--- src/rtl/cpu5_decode_queue_pkg.sv ---
// rtl/cpu5_decode_queue_pkg.sv - shared encodings and bundle types for the cpu5 decode queue
//
// Purpose: branch/immediate/ALU-op encodings, RV32I opcodes, the decoded
//          control bundle and the stored queue entry layout.
// Ports:   none (package).
package cpu5_decode_queue_pkg;

  localparam int CPU5_ALUOP_W = 4;

  localparam logic [2:0] CPU5_BRANCHTYPE_NOBRANCH = 3'd0;
  localparam logic [2:0] CPU5_BRANCHTYPE_BEQ      = 3'd1;
  localparam logic [2:0] CPU5_BRANCHTYPE_BNE      = 3'd2;
  localparam logic [2:0] CPU5_BRANCHTYPE_BLT      = 3'd3;
  localparam logic [2:0] CPU5_BRANCHTYPE_BGE      = 3'd4;
  localparam logic [2:0] CPU5_BRANCHTYPE_BLTU     = 3'd5;
  localparam logic [2:0] CPU5_BRANCHTYPE_BGEU     = 3'd6;

  localparam logic [2:0] CPU5_IMMTYPE_R = 3'd0;
  localparam logic [2:0] CPU5_IMMTYPE_I = 3'd1;
  localparam logic [2:0] CPU5_IMMTYPE_S = 3'd2;
  localparam logic [2:0] CPU5_IMMTYPE_B = 3'd3;
  localparam logic [2:0] CPU5_IMMTYPE_U = 3'd4;
  localparam logic [2:0] CPU5_IMMTYPE_J = 3'd5;

  localparam logic [CPU5_ALUOP_W-1:0] CPU5_ALUOP_ADD   = 4'd0;
  localparam logic [CPU5_ALUOP_W-1:0] CPU5_ALUOP_SUB   = 4'd1;
  localparam logic [CPU5_ALUOP_W-1:0] CPU5_ALUOP_SLL   = 4'd2;
  localparam logic [CPU5_ALUOP_W-1:0] CPU5_ALUOP_SLT   = 4'd3;
  localparam logic [CPU5_ALUOP_W-1:0] CPU5_ALUOP_SLTU  = 4'd4;
  localparam logic [CPU5_ALUOP_W-1:0] CPU5_ALUOP_XOR   = 4'd5;
  localparam logic [CPU5_ALUOP_W-1:0] CPU5_ALUOP_SRL   = 4'd6;
  localparam logic [CPU5_ALUOP_W-1:0] CPU5_ALUOP_SRA   = 4'd7;
  localparam logic [CPU5_ALUOP_W-1:0] CPU5_ALUOP_OR    = 4'd8;
  localparam logic [CPU5_ALUOP_W-1:0] CPU5_ALUOP_AND   = 4'd9;
  localparam logic [CPU5_ALUOP_W-1:0] CPU5_ALUOP_PASSB = 4'd10;

  localparam logic [6:0] CPU5_OP_LOAD   = 7'b0000011;
  localparam logic [6:0] CPU5_OP_STORE  = 7'b0100011;
  localparam logic [6:0] CPU5_OP_OP     = 7'b0110011;
  localparam logic [6:0] CPU5_OP_OPIMM  = 7'b0010011;
  localparam logic [6:0] CPU5_OP_BRANCH = 7'b1100011;
  localparam logic [6:0] CPU5_OP_JALR   = 7'b1100111;
  localparam logic [6:0] CPU5_OP_JAL    = 7'b1101111;
  localparam logic [6:0] CPU5_OP_LUI    = 7'b0110111;
  localparam logic [6:0] CPU5_OP_AUIPC  = 7'b0010111;

  typedef struct packed {
    logic                    memtoreg;
    logic                    memwrite;
    logic                    alusrc;
    logic                    regwrite;
    logic                    jump;
    logic [2:0]              branchtype;
    logic [CPU5_ALUOP_W-1:0] aluop;
    logic [2:0]              immtype;
    logic                    illegal;
  } cpu5_ctrl_t;

  typedef struct packed {
    logic [4:0] rs1;
    logic [4:0] rs2;
    logic [4:0] rd;
    logic [2:0] funct3;
    cpu5_ctrl_t ctrl;
  } cpu5_bundle_t;

  localparam int CPU5_BUNDLE_W = $bits(cpu5_bundle_t);

  // alt selects SUB/SRA over ADD/SRL (funct7[5] for register ops)
  function automatic logic [CPU5_ALUOP_W-1:0] cpu5_alu_op(input logic [2:0] f3, input logic alt);
    logic [CPU5_ALUOP_W-1:0] op;
    case (f3)
      3'b000:  op = alt ? CPU5_ALUOP_SUB : CPU5_ALUOP_ADD;
      3'b001:  op = CPU5_ALUOP_SLL;
      3'b010:  op = CPU5_ALUOP_SLT;
      3'b011:  op = CPU5_ALUOP_SLTU;
      3'b100:  op = CPU5_ALUOP_XOR;
      3'b101:  op = alt ? CPU5_ALUOP_SRA : CPU5_ALUOP_SRL;
      3'b110:  op = CPU5_ALUOP_OR;
      default: op = CPU5_ALUOP_AND;
    endcase
    return op;
  endfunction

endpackage

--- src/rtl/cpu5_decode_queue_if.sv ---
// rtl/cpu5_decode_queue_if.sv - fetch/execute handshake bundle for the cpu5 decode queue
//
// Purpose: groups the enqueue side, dequeue side, flush and occupancy.
// Modports:
//   slave  - the queue: takes flush/in_*/out_ready, drives in_ready/out_*/count
//   master - the surrounding pipeline: the opposite directions
interface cpu5_decode_queue_if
  import cpu5_decode_queue_pkg::*;
#(
  parameter int XLEN    = 32,
  parameter int DEPTH   = 2,
  parameter int ALUOP_W = CPU5_ALUOP_W
);
  localparam int CNT_W = $clog2(DEPTH) + 1;

  logic               flush;
  logic               in_valid;
  logic               in_ready;
  logic [31:0]        in_instr;
  logic [XLEN-1:0]    in_pc;
  logic               out_valid;
  logic               out_ready;
  logic [XLEN-1:0]    out_pc;
  logic [4:0]         out_rs1;
  logic [4:0]         out_rs2;
  logic [4:0]         out_rd;
  logic [2:0]         out_funct3;
  logic               out_memtoreg;
  logic               out_memwrite;
  logic               out_alusrc;
  logic               out_regwrite;
  logic               out_jump;
  logic [2:0]         out_branchtype;
  logic [ALUOP_W-1:0] out_aluop;
  logic [2:0]         out_immtype;
  logic               out_illegal;
  logic [CNT_W-1:0]   count;

  modport slave (
    input  flush, in_valid, in_instr, in_pc, out_ready,
    output in_ready, out_valid, out_pc, out_rs1, out_rs2, out_rd, out_funct3,
           out_memtoreg, out_memwrite, out_alusrc, out_regwrite, out_jump,
           out_branchtype, out_aluop, out_immtype, out_illegal, count
  );

  modport master (
    output flush, in_valid, in_instr, in_pc, out_ready,
    input  in_ready, out_valid, out_pc, out_rs1, out_rs2, out_rd, out_funct3,
           out_memtoreg, out_memwrite, out_alusrc, out_regwrite, out_jump,
           out_branchtype, out_aluop, out_immtype, out_illegal, count
  );

endinterface

--- src/rtl/cpu5_maindec_rv32i.sv ---
// rtl/cpu5_maindec_rv32i.sv - combinational RV32I main decoder
//
// Purpose: maps a 32-bit instruction word to the control bundle and an
//          illegal flag. Illegal words produce an all-zero control bundle.
// Ports:
//   instr_i  in   32  instruction word
//   ctrl_o   out  cpu5_ctrl_t  decoded controls + illegal
module cpu5_maindec_rv32i
  import cpu5_decode_queue_pkg::*;
(
  input  logic [31:0] instr_i,
  output cpu5_ctrl_t  ctrl_o
);

  logic [6:0] opcode;
  logic [2:0] f3;
  logic [6:0] f7;

  assign opcode = instr_i[6:0];
  assign f3     = instr_i[14:12];
  assign f7     = instr_i[31:25];

  cpu5_ctrl_t c;
  logic       legal;

  always_comb begin
    c     = '0;
    legal = 1'b0;
    case (opcode)
      CPU5_OP_OP: begin
        legal      = (f7 == 7'b0000000) ||
                     ((f7 == 7'b0100000) && ((f3 == 3'b000) || (f3 == 3'b101)));
        c.regwrite = 1'b1;
        c.aluop    = cpu5_alu_op(f3, f7[5]);
        c.immtype  = CPU5_IMMTYPE_R;
      end
      CPU5_OP_OPIMM: begin
        // Only the shift-immediates constrain imm[11:5]; ADDI has no SUB form.
        case (f3)
          3'b001:  legal = (f7 == 7'b0000000);
          3'b101:  legal = (f7 == 7'b0000000) || (f7 == 7'b0100000);
          default: legal = 1'b1;
        endcase
        c.regwrite = 1'b1;
        c.alusrc   = 1'b1;
        c.aluop    = cpu5_alu_op(f3, (f3 == 3'b101) && f7[5]);
        c.immtype  = CPU5_IMMTYPE_I;
      end
      CPU5_OP_LOAD: begin
        legal      = (f3 == 3'b000) || (f3 == 3'b001) || (f3 == 3'b010) ||
                     (f3 == 3'b100) || (f3 == 3'b101);
        c.memtoreg = 1'b1;
        c.regwrite = 1'b1;
        c.alusrc   = 1'b1;
        c.aluop    = CPU5_ALUOP_ADD;
        c.immtype  = CPU5_IMMTYPE_I;
      end
      CPU5_OP_STORE: begin
        legal      = (f3 == 3'b000) || (f3 == 3'b001) || (f3 == 3'b010);
        c.memwrite = 1'b1;
        c.alusrc   = 1'b1;
        c.aluop    = CPU5_ALUOP_ADD;
        c.immtype  = CPU5_IMMTYPE_S;
      end
      CPU5_OP_BRANCH: begin
        legal     = (f3 != 3'b010) && (f3 != 3'b011);
        c.aluop   = CPU5_ALUOP_SUB;
        c.immtype = CPU5_IMMTYPE_B;
        case (f3)
          3'b000:  c.branchtype = CPU5_BRANCHTYPE_BEQ;
          3'b001:  c.branchtype = CPU5_BRANCHTYPE_BNE;
          3'b100:  c.branchtype = CPU5_BRANCHTYPE_BLT;
          3'b101:  c.branchtype = CPU5_BRANCHTYPE_BGE;
          3'b110:  c.branchtype = CPU5_BRANCHTYPE_BLTU;
          3'b111:  c.branchtype = CPU5_BRANCHTYPE_BGEU;
          default: c.branchtype = CPU5_BRANCHTYPE_NOBRANCH;
        endcase
      end
      CPU5_OP_JALR: begin
        legal      = (f3 == 3'b000);
        c.jump     = 1'b1;
        c.regwrite = 1'b1;
        c.alusrc   = 1'b1;
        c.aluop    = CPU5_ALUOP_ADD;
        c.immtype  = CPU5_IMMTYPE_I;
      end
      CPU5_OP_JAL: begin
        legal      = 1'b1;
        c.jump     = 1'b1;
        c.regwrite = 1'b1;
        c.aluop    = CPU5_ALUOP_ADD;
        c.immtype  = CPU5_IMMTYPE_J;
      end
      CPU5_OP_LUI: begin
        legal      = 1'b1;
        c.regwrite = 1'b1;
        c.alusrc   = 1'b1;
        c.aluop    = CPU5_ALUOP_PASSB;
        c.immtype  = CPU5_IMMTYPE_U;
      end
      CPU5_OP_AUIPC: begin
        legal      = 1'b1;
        c.regwrite = 1'b1;
        c.alusrc   = 1'b1;
        c.aluop    = CPU5_ALUOP_ADD;
        c.immtype  = CPU5_IMMTYPE_U;
      end
      default: legal = 1'b0;
    endcase

    // Compressed encodings (instr[1:0] != 11) never reach a legal opcode,
    // but the check is kept explicit so the opcode table cannot leak them.
    if (instr_i[1:0] != 2'b11) begin
      legal = 1'b0;
    end

    if (!legal) begin
      c = '0;
    end
    c.illegal = !legal;
  end

  assign ctrl_o = c;

endmodule

--- src/rtl/cpu5_decode_queue.sv ---
// rtl/cpu5_decode_queue.sv - RV32I decode stage with a DEPTH-entry bundle FIFO
//
// Purpose: decodes each fetched word at enqueue and queues the decoded bundle
//          (pc + register fields + controls) for execute; flush empties it.
// Ports:
//   clk     in  1   clock
//   resetn  in  1   asynchronous active-low reset
//   q       cpu5_decode_queue_if.slave
//           in_valid/in_ready/in_instr/in_pc   fetch side
//           out_valid/out_ready/out_*          execute side (head entry)
//           flush                              redirect, empties the queue
//           count                              occupancy
module cpu5_decode_queue
  import cpu5_decode_queue_pkg::*;
#(
  parameter int XLEN    = 32,
  parameter int DEPTH   = 2,
  parameter int ALUOP_W = CPU5_ALUOP_W
) (
  input  logic                 clk,
  input  logic                 resetn,
  cpu5_decode_queue_if.slave   q
);

  localparam int PTR_W = $clog2(DEPTH);
  localparam int CNT_W = PTR_W + 1;
  localparam logic [CNT_W-1:0] DEPTH_C = CNT_W'(DEPTH);

  logic [PTR_W-1:0] wr_ptr_q, wr_ptr_d;
  logic [PTR_W-1:0] rd_ptr_q, rd_ptr_d;
  logic [CNT_W-1:0] count_q, count_d;

  cpu5_bundle_t     mem_q    [DEPTH];
  logic [XLEN-1:0]  pc_mem_q [DEPTH];

  cpu5_ctrl_t       dec_ctrl;
  cpu5_bundle_t     enq_bundle;
  cpu5_bundle_t     head;
  logic [XLEN-1:0]  head_pc;

  logic in_ready;
  logic out_valid;
  logic enq;
  logic deq;

  cpu5_maindec_rv32i u_maindec (
    .instr_i (q.in_instr),
    .ctrl_o  (dec_ctrl)
  );

  always_comb begin
    enq_bundle        = '0;
    enq_bundle.rs1    = q.in_instr[19:15];
    enq_bundle.rs2    = q.in_instr[24:20];
    enq_bundle.rd     = q.in_instr[11:7];
    enq_bundle.funct3 = q.in_instr[14:12];
    enq_bundle.ctrl   = dec_ctrl;
  end

  // A full queue still accepts when the head leaves in the same cycle.
  assign in_ready  = (count_q < DEPTH_C) || q.out_ready;
  assign out_valid = (count_q != '0);
  assign enq       = q.in_valid && in_ready && !q.flush;
  assign deq       = out_valid && q.out_ready && !q.flush;

  always_comb begin
    wr_ptr_d = wr_ptr_q;
    rd_ptr_d = rd_ptr_q;
    count_d  = count_q;
    if (q.flush) begin
      wr_ptr_d = '0;
      rd_ptr_d = '0;
      count_d  = '0;
    end else begin
      if (enq) wr_ptr_d = wr_ptr_q + PTR_W'(1);
      if (deq) rd_ptr_d = rd_ptr_q + PTR_W'(1);
      case ({enq, deq})
        2'b10:   count_d = count_q + CNT_W'(1);
        2'b01:   count_d = count_q - CNT_W'(1);
        default: count_d = count_q;
      endcase
    end
  end

  always_ff @(posedge clk or negedge resetn) begin
    if (!resetn) begin
      wr_ptr_q <= '0;
      rd_ptr_q <= '0;
      count_q  <= '0;
    end else begin
      wr_ptr_q <= wr_ptr_d;
      rd_ptr_q <= rd_ptr_d;
      count_q  <= count_d;
    end
  end

  // Storage needs no reset: every visible output is masked by out_valid.
  always_ff @(posedge clk) begin
    if (enq) begin
      mem_q[wr_ptr_q]    <= enq_bundle;
      pc_mem_q[wr_ptr_q] <= q.in_pc;
    end
  end

  always_comb begin
    head    = '0;
    head_pc = '0;
    if (out_valid) begin
      head    = mem_q[rd_ptr_q];
      head_pc = pc_mem_q[rd_ptr_q];
    end
  end

  assign q.in_ready       = in_ready;
  assign q.out_valid      = out_valid;
  assign q.out_pc         = head_pc;
  assign q.out_rs1        = head.rs1;
  assign q.out_rs2        = head.rs2;
  assign q.out_rd         = head.rd;
  assign q.out_funct3     = head.funct3;
  assign q.out_memtoreg   = head.ctrl.memtoreg;
  assign q.out_memwrite   = head.ctrl.memwrite;
  assign q.out_alusrc     = head.ctrl.alusrc;
  assign q.out_regwrite   = head.ctrl.regwrite;
  assign q.out_jump       = head.ctrl.jump;
  assign q.out_branchtype = head.ctrl.branchtype;
  assign q.out_aluop      = ALUOP_W'(head.ctrl.aluop);
  assign q.out_immtype    = head.ctrl.immtype;
  assign q.out_illegal    = head.ctrl.illegal;
  assign q.count          = count_q;

endmodule

--- src/flat_wrapper.sv ---
// flat-port wrapper written by rule: the top's interface ports become plain ports
module cpu5_decode_queue_flat import cpu5_decode_queue_pkg::*;
#(
  parameter int XLEN    = 32,
  parameter int DEPTH   = 2,
  parameter int ALUOP_W = CPU5_ALUOP_W
)
  (clk, resetn, q_flush, q_in_valid, q_in_instr, q_in_pc, q_out_ready, q_in_ready, q_out_valid, q_out_pc, q_out_rs1, q_out_rs2, q_out_rd, q_out_funct3, q_out_memtoreg, q_out_memwrite, q_out_alusrc, q_out_regwrite, q_out_jump, q_out_branchtype, q_out_aluop, q_out_immtype, q_out_illegal, q_count);
  cpu5_decode_queue_if #(.XLEN(XLEN), .DEPTH(DEPTH), .ALUOP_W(ALUOP_W)) q_i ();
  input  logic clk;
  input  logic resetn;
  input wire logic [$bits(q_i.flush)-1:0] q_flush;
  input wire logic [$bits(q_i.in_valid)-1:0] q_in_valid;
  input wire logic [$bits(q_i.in_instr)-1:0] q_in_instr;
  input wire logic [$bits(q_i.in_pc)-1:0] q_in_pc;
  input wire logic [$bits(q_i.out_ready)-1:0] q_out_ready;
  output wire logic [$bits(q_i.in_ready)-1:0] q_in_ready;
  output wire logic [$bits(q_i.out_valid)-1:0] q_out_valid;
  output wire logic [$bits(q_i.out_pc)-1:0] q_out_pc;
  output wire logic [$bits(q_i.out_rs1)-1:0] q_out_rs1;
  output wire logic [$bits(q_i.out_rs2)-1:0] q_out_rs2;
  output wire logic [$bits(q_i.out_rd)-1:0] q_out_rd;
  output wire logic [$bits(q_i.out_funct3)-1:0] q_out_funct3;
  output wire logic [$bits(q_i.out_memtoreg)-1:0] q_out_memtoreg;
  output wire logic [$bits(q_i.out_memwrite)-1:0] q_out_memwrite;
  output wire logic [$bits(q_i.out_alusrc)-1:0] q_out_alusrc;
  output wire logic [$bits(q_i.out_regwrite)-1:0] q_out_regwrite;
  output wire logic [$bits(q_i.out_jump)-1:0] q_out_jump;
  output wire logic [$bits(q_i.out_branchtype)-1:0] q_out_branchtype;
  output wire logic [$bits(q_i.out_aluop)-1:0] q_out_aluop;
  output wire logic [$bits(q_i.out_immtype)-1:0] q_out_immtype;
  output wire logic [$bits(q_i.out_illegal)-1:0] q_out_illegal;
  output wire logic [$bits(q_i.count)-1:0] q_count;
  assign q_i.flush = q_flush;
  assign q_i.in_valid = q_in_valid;
  assign q_i.in_instr = q_in_instr;
  assign q_i.in_pc = q_in_pc;
  assign q_i.out_ready = q_out_ready;
  assign q_in_ready = q_i.in_ready;
  assign q_out_valid = q_i.out_valid;
  assign q_out_pc = q_i.out_pc;
  assign q_out_rs1 = q_i.out_rs1;
  assign q_out_rs2 = q_i.out_rs2;
  assign q_out_rd = q_i.out_rd;
  assign q_out_funct3 = q_i.out_funct3;
  assign q_out_memtoreg = q_i.out_memtoreg;
  assign q_out_memwrite = q_i.out_memwrite;
  assign q_out_alusrc = q_i.out_alusrc;
  assign q_out_regwrite = q_i.out_regwrite;
  assign q_out_jump = q_i.out_jump;
  assign q_out_branchtype = q_i.out_branchtype;
  assign q_out_aluop = q_i.out_aluop;
  assign q_out_immtype = q_i.out_immtype;
  assign q_out_illegal = q_i.out_illegal;
  assign q_count = q_i.count;
  cpu5_decode_queue #(.XLEN(XLEN), .DEPTH(DEPTH), .ALUOP_W(ALUOP_W)) u_core (.clk(clk), .resetn(resetn), .q(q_i));
endmodule
--- config.mk ---
export PLATFORM = sky130hd
export DESIGN_NAME = cpu5_decode_queue_flat
export DESIGN_NICKNAME = d
export VERILOG_FILES = /design/src/rtl/cpu5_decode_queue_pkg.sv /design/src/rtl/cpu5_decode_queue_if.sv /design/src/rtl/cpu5_maindec_rv32i.sv /design/src/rtl/cpu5_decode_queue.sv /design/src/flat_wrapper.sv
export SDC_FILE = /design/constraint.sdc
export NUM_CORES = 1
export LEC_CHECK = 0
export BUFFER_PORTS_ARGS = -buffer_cell sky130_fd_sc_hd__buf_2
export CORE_MARGIN = 10
export CORE_UTILIZATION = 52
export DETAILED_ROUTE_END_ITERATION = 10
export GPL_ROUTABILITY_DRIVEN = 0
export MAX_ROUTING_LAYER = met4
export PLACE_DENSITY = 0.81
export SKIP_CTS_REPAIR_TIMING = 1
export SLEW_MARGIN = 25
export SYNTH_ARGS = -nofsm -noshare
export SYNTH_HDL_FRONTEND = slang
export SYNTH_SLANG_ARGS = --single-unit
--- constraint.sdc ---
create_clock -name clk -period 7.75 [get_ports clk]
set_input_delay 1.1625 -clock clk [delete_from_list [all_inputs] [get_ports clk]]
set_output_delay 1.1625 -clock clk [all_outputs]
set_load 0.01 [all_outputs]
==> impl_metrics.toml, run 1 <==
[power]
p_per_area_nw_per_um2 = 255.7
internal-power_uw = 1401
power_leakage_uw = 0.002721
swShare = 0.2281
finalPower_uw = 1814
peakVddDrop_uv = 164.3
power.clock.fraction = 0.428
p_seq_frac = 0.470
combPwrFrac = 0.102
net-switching-power_uw = 413.8

[worst_hold_path]
worst_hold_path_type = "input pin to async pin"

[routing]
vias = 3554
firstDrtPassIters = 4
postRouteAntennaNets = 0
wl_per_cell_um = 18.75
drt_iter0_drc = 322
viasPerCell = 5.265
drt_wl_total_mm = 12.66
route.detailed.drc = 0

[clock_network]
cts_tree = "done"
clkSinkCount = 136
clock_path_buffers = 2
cts_htree_levels = 4
clkLatencyLatePin_ns = 0.51
clk_pin_slew_ns = 0.06
cts_root_buffer = "clkbuf_8"
cts_buffers = 17

[worst_setup_path]
path_class = "flop to primary output"
crit_path_cell_trace = "nor2_4 -> buf_4 -> nor2_1 -> buf_2"
worstPathRequired_ns = 6.59
cp_max_fo = 43
ff2ff_setup_slack_ns = 5.81
slowest_stage = "nor2_4"
worstPathArrival_ns = 2.41
worstSetupEndpointType = "primary output"
start_kind = "flop"
cp_slowest_stage_delay_ns = 0.53

[timing]
fin_crit_sh = 0.4604
timing.setup.tns_ns = 0
setup_ws_ns = 4.182
rsz0062_at_grt = "false"
clock_skew_ns = 0.01521
fin_crit_ns = 3.568
setup_viol = 0
fmax_ghz = 0.2803
tightest_slew_ns = 0.6275
final-max-slew-violation-count = 0
maxSlewHeadroom = 0.5812
hold_viol_final = 0

[grt]
grt_antenna_before_repair = 0
grt_overflow_total = 0
grt_max_degree = 44
grt_pass1_vias = 3772
track_usage = 0.1667
grt_pass1_wl_mm = 19.93

[synthesis]
yosysTopAreaCellShare = 0.7004
async_flop_share = 0.02941
synth_most_common_cell = "edfxtp_1"
synth-edff-count = 132
yosys-top-cells-area = "edfxtp_1 (70%), mux2i_1 (12%), nor2_1 (5.2%), dfrtp_1 (1.8%), a21oi_1 (1.4%)"
ys.flop_type = "edfxtp_1"
yosysWarnings = 0
ys_ff_latch = 136
ys_seq_area_frac = 0.7181
synth_cells = 379
yosysTopAreaCell = "edfxtp_1"
yosys-top-cells-count = "edfxtp_1 (132), nor2_1 (78), mux2i_1 (67), a21oi_1 (16), clkbuf_1 (8)"
synth_cell_type_count = 41
syn-cell-area_um2 = 5659
synth_fp_nets = 448
postSynthAreaPerCell_um2 = 14.93

[floorplan]
die_width_um = 124.3
rows = 38
core_um2 = 10750
io_pins = 139
start_util = 0.5267
die_h_um = 124.3
die_area_um2 = 15460

[cells_and_area]
nFillCells = 774
area_growth_pct = 25.40
utilization = 0.6605
num-nets-final = 591
finalNonFillerCells = 675
diodes = 0
drive_above_1_share = 0.3495

[placement]
dp_cells = 643
place_ws_ns = 4.710
hpwlAfterDp_mm = 8.620
io_buffers = 138

[status]
status = "finished, final reports clean"

[job]
drv_cap = 0
-- sequential cells by signal, summed over array words and instances, names as in the netlist --
signal           cells
u_core.mem_q        68
u_core.pc_mem_q     64
u_core.q.count       2
u_core.rd_ptr_q      1
u_core.wr_ptr_q      1
-- final timing paths --
check                                       start                  to  depth (start not counted)
max in group asynchronous                  resetn     u_core.rd_ptr_q                          1
worst max-delay path            u_core.q.count[1]          q_out_jump                          4
min in group clk                  u_core.wr_ptr_q     u_core.wr_ptr_q                          2
worst min register to register    u_core.wr_ptr_q     u_core.wr_ptr_q                          2
worst min-delay path                       resetn   u_core.q.count[0]                          1
worst max register to register  u_core.q.count[1]  u_core.mem_q[1][1]                          4
-- metrics by stage --
step           area [µm²]  hold WS, ns
4_1_cts              7097       0.4242
2_1_floorplan        5659       0.5193
5_1_grt              7097       0.4279
6_report             7097       0.4440
3_5_place_dp         6520       0.6064
3_3_place_gp         6492       0.5553
-- worst max-delay path: cells and delay by family (launching register included) --
family / cells / cell delay [ns]
DFF: 1 / 0.49
buffers and inverters: 2 / 0.70
and+or+nand+nor: 2 / 0.69
-- power groups by stage --
stage | clock network, µW | logic [µW] | registers, µW
4_1_cts | 792 | 189 | 854
6_report | 776 | 185 | 853
3_3_place_gp | 0 | 172 | 876
5_1_grt | 826 | 203 | 856
3_5_place_dp | 0 | 187 | 869
2_1_floorplan | 0 | 112 | 863
-- routing by layer --
layer / share of wire / up-vias / track usage
li1: - / 1694 / -
met1: 0.41 / 1706 / 0.1867
met2: 0.52 / 136 / 0.2798
met3: 0.053 / 18 / 0.04936
met4: 0.011 / 0 / 0.05552
met5: 0 / - / -
-- area by class of cell --
| cell class | instances | area (µm²) | share of cell area |
|---|---|---|---|
| Timing Repair Buffer | 144 | 755.7 | 0.1065 |
| Multi-Input combinational cell | 219 | 1506 | 0.2123 |
| Clock inverter | 13 | 155.1 | 0.02186 |
| Inverter | 4 | 15.01 | 0.002116 |
| Sequential cell | 136 | 4068 | 0.5732 |
| Clock buffer | 19 | 421.7 | 0.05941 |
| Tap cell | 140 | 175.2 | 0.02468 |
-- logic make-up (layout without fill, tap and decap cells) --
kind of cell,after synthesis,in the layout,synth area share
xor gates and xnor gates,3,3,0.004644
AOI/OAI and AO/OA,36,36,0.04732
and+or+nand+nor,112,112,0.09065
muxes,68,68,0.1205
buffers and inverters,24,180,0.01879
DFF,136,136,0.7181
-- cell usage in the layout, fill, tap and decap left out, types with 2 or more instances in the layout --
cell type,netlist,layout
nand2b_1,7,7
o21ai_0,5,5
nand2_1,7,7
xor2_1,2,2
clkbuf_16,0,16
a211oi_1,4,4
clkinv_4,0,4
nor2_1,78,77
clkinv_2,0,6
edfxtp_1,132,132
buf_2,7,138
inv_1,4,4
a2111oi_4,2,2
a21oi_1,16,16
nor2b_1,2,2
nand3_1,3,3
buf_4,2,5
or2_2,2,2
nand3b_1,2,2
dfrtp_1,4,3
clkbuf_1,8,2
mux2i_1,67,67
bufinv_16,0,3
No activity file was read; power rests on OpenSTA's default activity.
==> run 2, diff against run 1 <==
Settings changed: CORE_UTILIZATION 52 to 48, PLACE_DENSITY 0.81 to 0.79.
Clock period 7.75 ns to 2.86 ns, I/O delays scaled along.
==> run 2 against run 1 <==
Clock power grew to 2.7 times the previous value. Global-route usage is 1.9 points lower. Register-to-register slack worse by 4.7 ns. Utilization is 3.7 points lower. Critical endpoint is now q_out_regwrite. Largest cell class unchanged.
==> impl_metrics.toml, run 2 (synthesis gave the netlist of run 1 again) <==
[routing]
drt_iter0_drc = 312
vias = 3580
wl_per_cell_um = 17.64
viasPerCell = 5.257
drt_wl_total_mm = 12.01
route.detailed.drc = 0
firstDrtPassIters = 5
postRouteAntennaNets = 0

[power]
p_per_area_nw_per_um2 = 691.5
peakVddDrop_uv = 444.3
finalPower_uw = 4945
power_leakage_uw = 0.002732

[floorplan]
io_pins = 139
die_area_um2 = 16530
rows = 39
core_um2 = 11470
die_width_um = 128.6
die_h_um = 128.6
start_util = 0.4935

[timing]
timing.setup.tns_ns = 0
final-max-slew-violation-count = 0
rsz0062_at_grt = "false"
tightest_slew_ns = 0.6366
hold_viol_final = 0
maxSlewHeadroom = 0.5752
clock_skew_ns = 0.004203
fin_crit_sh = 0.8252
fmax_ghz = 0.4237
setup_viol = 0
fin_crit_ns = 2.360

[clock_network]
cts_root_buffer = "clkbuf_16"
clkLatencyLatePin_ns = 0.41
cts_tree = "done"
cts_htree_levels = 4
clk_pin_slew_ns = 0.06
cts_buffers = 17
clkSinkCount = 136
clock_path_buffers = 2

[grt]
grt_overflow_total = 0
grt_pass1_wl_mm = 18.29
grt_antenna_before_repair = 0
track_usage = 0.1472
grt_pass1_vias = 3627
grt_max_degree = 37

[worst_setup_path]
critical-path-top-delay-family = "flip-flops"
path_class = "flop to primary output"
cp_slowest_stage_delay_ns = 0.70
crit_path_cell_trace = "buf_4 -> mux2i_1 -> nor2_1 -> buf_2"
ff2ff_setup_slack_ns = 1.10
worstPathRequired_ns = 2.43
slowest_stage = "dfrtp_4"
worstSetupEndpointType = "primary output"
path_buf_inv = 2
cp_max_fo = 23
worstPathArrival_ns = 1.93
start_kind = "flop"

[job]
drv_cap = 0

[cells_and_area]
drive_above_1_share = 0.3550
num-nets-final = 594
layout_commonest_cell = "buf_2"
top_register = "u_core.mem_q"
largest_register_ffs = 68
area_growth_pct = 26.38
layout_common_cells = "buf_2 (138), edfxtp_1 (132), nor2_1 (77)"
diodes = 0

[worst_hold_path]
worst_hold_path_type = "input pin to flop"

[placement]
io_buffers = 138
hpwlAfterDp_mm = 8.369

[status]
status = "finished, final reports clean"
-- run 2: path summary, 6_finish.rpt --
path / end / depth (start not counted) / startpoint
min in group asynchronous: u_core.rd_ptr_q / 2 / resetn
max: q_out_regwrite / 4 / u_core.rd_ptr_q
max reg2reg: u_core.mem_q[1][33] / 4 / u_core.q.count[1]
min reg2reg: u_core.q.count[0] / 2 / u_core.q.count[0]
min: u_core.pc_mem_q[1][15] / 1 / q_in_pc[15]
max in group asynchronous: u_core.rd_ptr_q / 2 / resetn
-- run 2: layout make-up --
cell class / count / area (µm²)
tap: 143 / 178.9
sequential: 136 / 4069
clock inverter: 14 / 157.7
multi-input combinational: 219 / 1529
fill: 874 / 4315
timing repair buffer: 147 / 773.2
clock buffer: 18 / 429.2
inverter: 4 / 15.01
-- run 2: per-stage QoR --
stage | utilization | cells | worst slack, ns | area, µm² | hold slack [ns]
finish | 0.6237 | 681 | 0.4998 | 7152 | 0.2021
global route | 0.6237 | 681 | 0.3985 | 7152 | 0.1814
detailed placement | 0.5716 | 648 | 0.5936 | 6555 | 0.2391
floorplan | - | 379 | 0.05120 | 5693 | 0.1334
global placement | 0.5716 | 648 | 0.7147 | 6555 | 0.2374
CTS | 0.6228 | 680 | 0.4758 | 7142 | -0.2049
-- run 2: report_power, final --
| group | total [µW] | internal (µW) | switching [µW] | leakage, µW |
|---|---|---|---|---|
| Clock | 2130 | 1360 | 774 | 0.000281 |
| Sequential | 2310 | 2270 | 37.4 | 0.00129 |
| Combinational | 505 | 207 | 298 | 0.00117 |
| Total | 4950 | 3840 | 1110 | 0.00273 |
-- run 2: routing by layer --
layer	track usage	part of all wire	vias up
li1	-	-	1706
met5	-	0	-
met4	0.07007	0.019	0
met1	0.1699	0.41	1713
met2	0.2309	0.50	137
met3	0.04517	0.069	24
==> run 3, diff against run 2 <==
Settings changed: CORE_UTILIZATION 48 to 52, PLACE_DENSITY 0.79 to 0.81.
Clock period 2.86 ns to 2.4 ns, I/O delays scaled along.
==> run 3 against run 2 <==
Critical path depth unchanged. Utilization up 4.1 points. Final area about the same. Critical path type unchanged. Highest routed layer unchanged.
==> impl_metrics.toml, run 3 (synthesis gave the netlist of run 1 again) <==
[status]
status = "finished, final reports clean"

[timing]
clock_skew_ns = 0.003556
tightest_slew_ns = 0.6085
setup_viol = 0
hold_viol_final = 0
fin_crit_sh = 0.9561
fin_crit_ns = 2.295
final-max-slew-violation-count = 0
fmax_ghz = 0.4358
setup_ws_ns = 0.1054
maxSlewHeadroom = 0.5939
rsz0062_at_grt = "false"

[routing]
drt_wl_total_mm = 12.18
route.detailed.drc = 0
firstDrtPassIters = 5
drt_iter0_drc = 362
wl_per_cell_um = 17.97
postRouteAntennaNets = 0
vias = 3573
viasPerCell = 5.270

[worst_hold_path]
min_to = "u_core.mem_q[1][31]"
worst_hold_path_type = "input pin to flop"
hold_path_depth = 1
min_from = "q_in_instr[17]"

[clock_network]
clock_path_buffers = 2
cts_root_buffer = "clkbuf_8"
clkLatencyLatePin_ns = 0.51
cts_buffers = 17
cts_htree_levels = 4
clkSinkCount = 136
cts_tree = "done"
clk_pin_slew_ns = 0.06

[power]
finalPower_uw = 5803
p_per_area_nw_per_um2 = 812.0
peakVddDrop_uv = 633.7
power_leakage_uw = 0.002725

[grt]
grt_pass1_wl_mm = 19.37
grt_overflow_total = 0
grt_max_degree = 46
track_usage = 0.1604
grt_antenna_before_repair = 0
grt_pass1_vias = 3708

[worst_setup_path]
cp_max_fo = 31
worstPathRequired_ns = 2.04
r2r_start = "u_core.q.count[1]"
ff2ff_setup_slack_ns = 0.73
path_class = "flop to primary output"
worstPathArrival_ns = 1.93
r2r_cells = 4
start_kind = "flop"
rr_endpoint = "u_core.mem_q[1][7]"
worstSetupEndpointType = "primary output"

[cells_and_area]
area_growth_pct = 26.27
nFillCells = 795
diodes = 0
num-nets-final = 594
layout_commonest_cell = "buf_2"
top_register = "u_core.mem_q"
largest_register_ffs = 68
layout_common_cells = "buf_2 (138), edfxtp_1 (132), nor2_1 (77)"
drive_above_1_share = 0.3569
utilization = 0.6650

[placement]
place_ws_ns = 0.2418
io_buffers = 138
hpwlAfterDp_mm = 8.287

[floorplan]
start_util = 0.5267
die_h_um = 124.3
io_pins = 139
rows = 38
die_area_um2 = 15460
core_um2 = 10750
die_width_um = 124.3

[job]
drv_cap = 0
run 3: changes by cell type in the layout (fill, tap and decap cells not counted), sizes merged:
cell    previous run  this run
inv                4         7
bufinv             3         2
clkbuf            18        17
clkinv             8         7
run 3: worst max path at each step:
stage,start,endpoint,slack (ns),depth (start not counted)
floorplan,u_core.q.count[1],u_core.mem_q[1][0],-0.38,3
global placement,q_in_instr[3],u_core.mem_q[0][4],0.30,5
detailed placement,q_in_instr[13],u_core.mem_q[1][5],0.24,5
CTS,u_core.rd_ptr_q,q_out_jump,0.06,4
global route,u_core.rd_ptr_q,q_out_pc[30],0.01,4
finish,u_core.rd_ptr_q,q_out_pc[3],0.11,4
run 3: layout make-up:
cell class / instances / area (µm²) / area share
clock buffer: 17 / 414.1 / 0.05796
sequential: 136 / 4069 / 0.5694
inverter: 4 / 15.01 / 0.002101
timing repair buffer: 147 / 785.8 / 0.1100
multi-input combinational: 219 / 1534 / 0.2147
clock inverter: 15 / 152.6 / 0.02136
tap: 140 / 175.2 / 0.02451
run 3: worst max-delay path, cell delays in order, from the launching register on:
cell,delay (ns)
dfrtp_4,0.63
buf_12,0.28
mux2i_1,0.25
nor2_1,0.07
buf_2,0.16
run 3: power breakdown:
part / internal [µW] / switching [µW]
Combinational: 252 / 366
Clock: 1480 / 960
Sequential: 2710 / 41.4
run 3: layer usage:
layer  vias to the layer above  wire length (µm)  global-route usage  part of all wire
li1                       1699                 -                   -                 -
met1                      1723              5180              0.1899              0.43
met2                       137              6210              0.2599              0.51
met3                        14               676             0.04894             0.055
met4                         0               115             0.04524            0.0094
met5                         -                 0                   -                 0
run 3: metrics by stage:
stage                     area, µm²  instances  setup TNS [ns]  hold WS (ns)
after detailed placement       6569        645               0        0.1710
after CTS                      7136        677               0       -0.3775
after floorplan                5698        379          -40.72       0.06441
final                          7146        678               0       0.03343
after global routing           7146        678               0      0.002687
after global placement         6569        645               0        0.1693
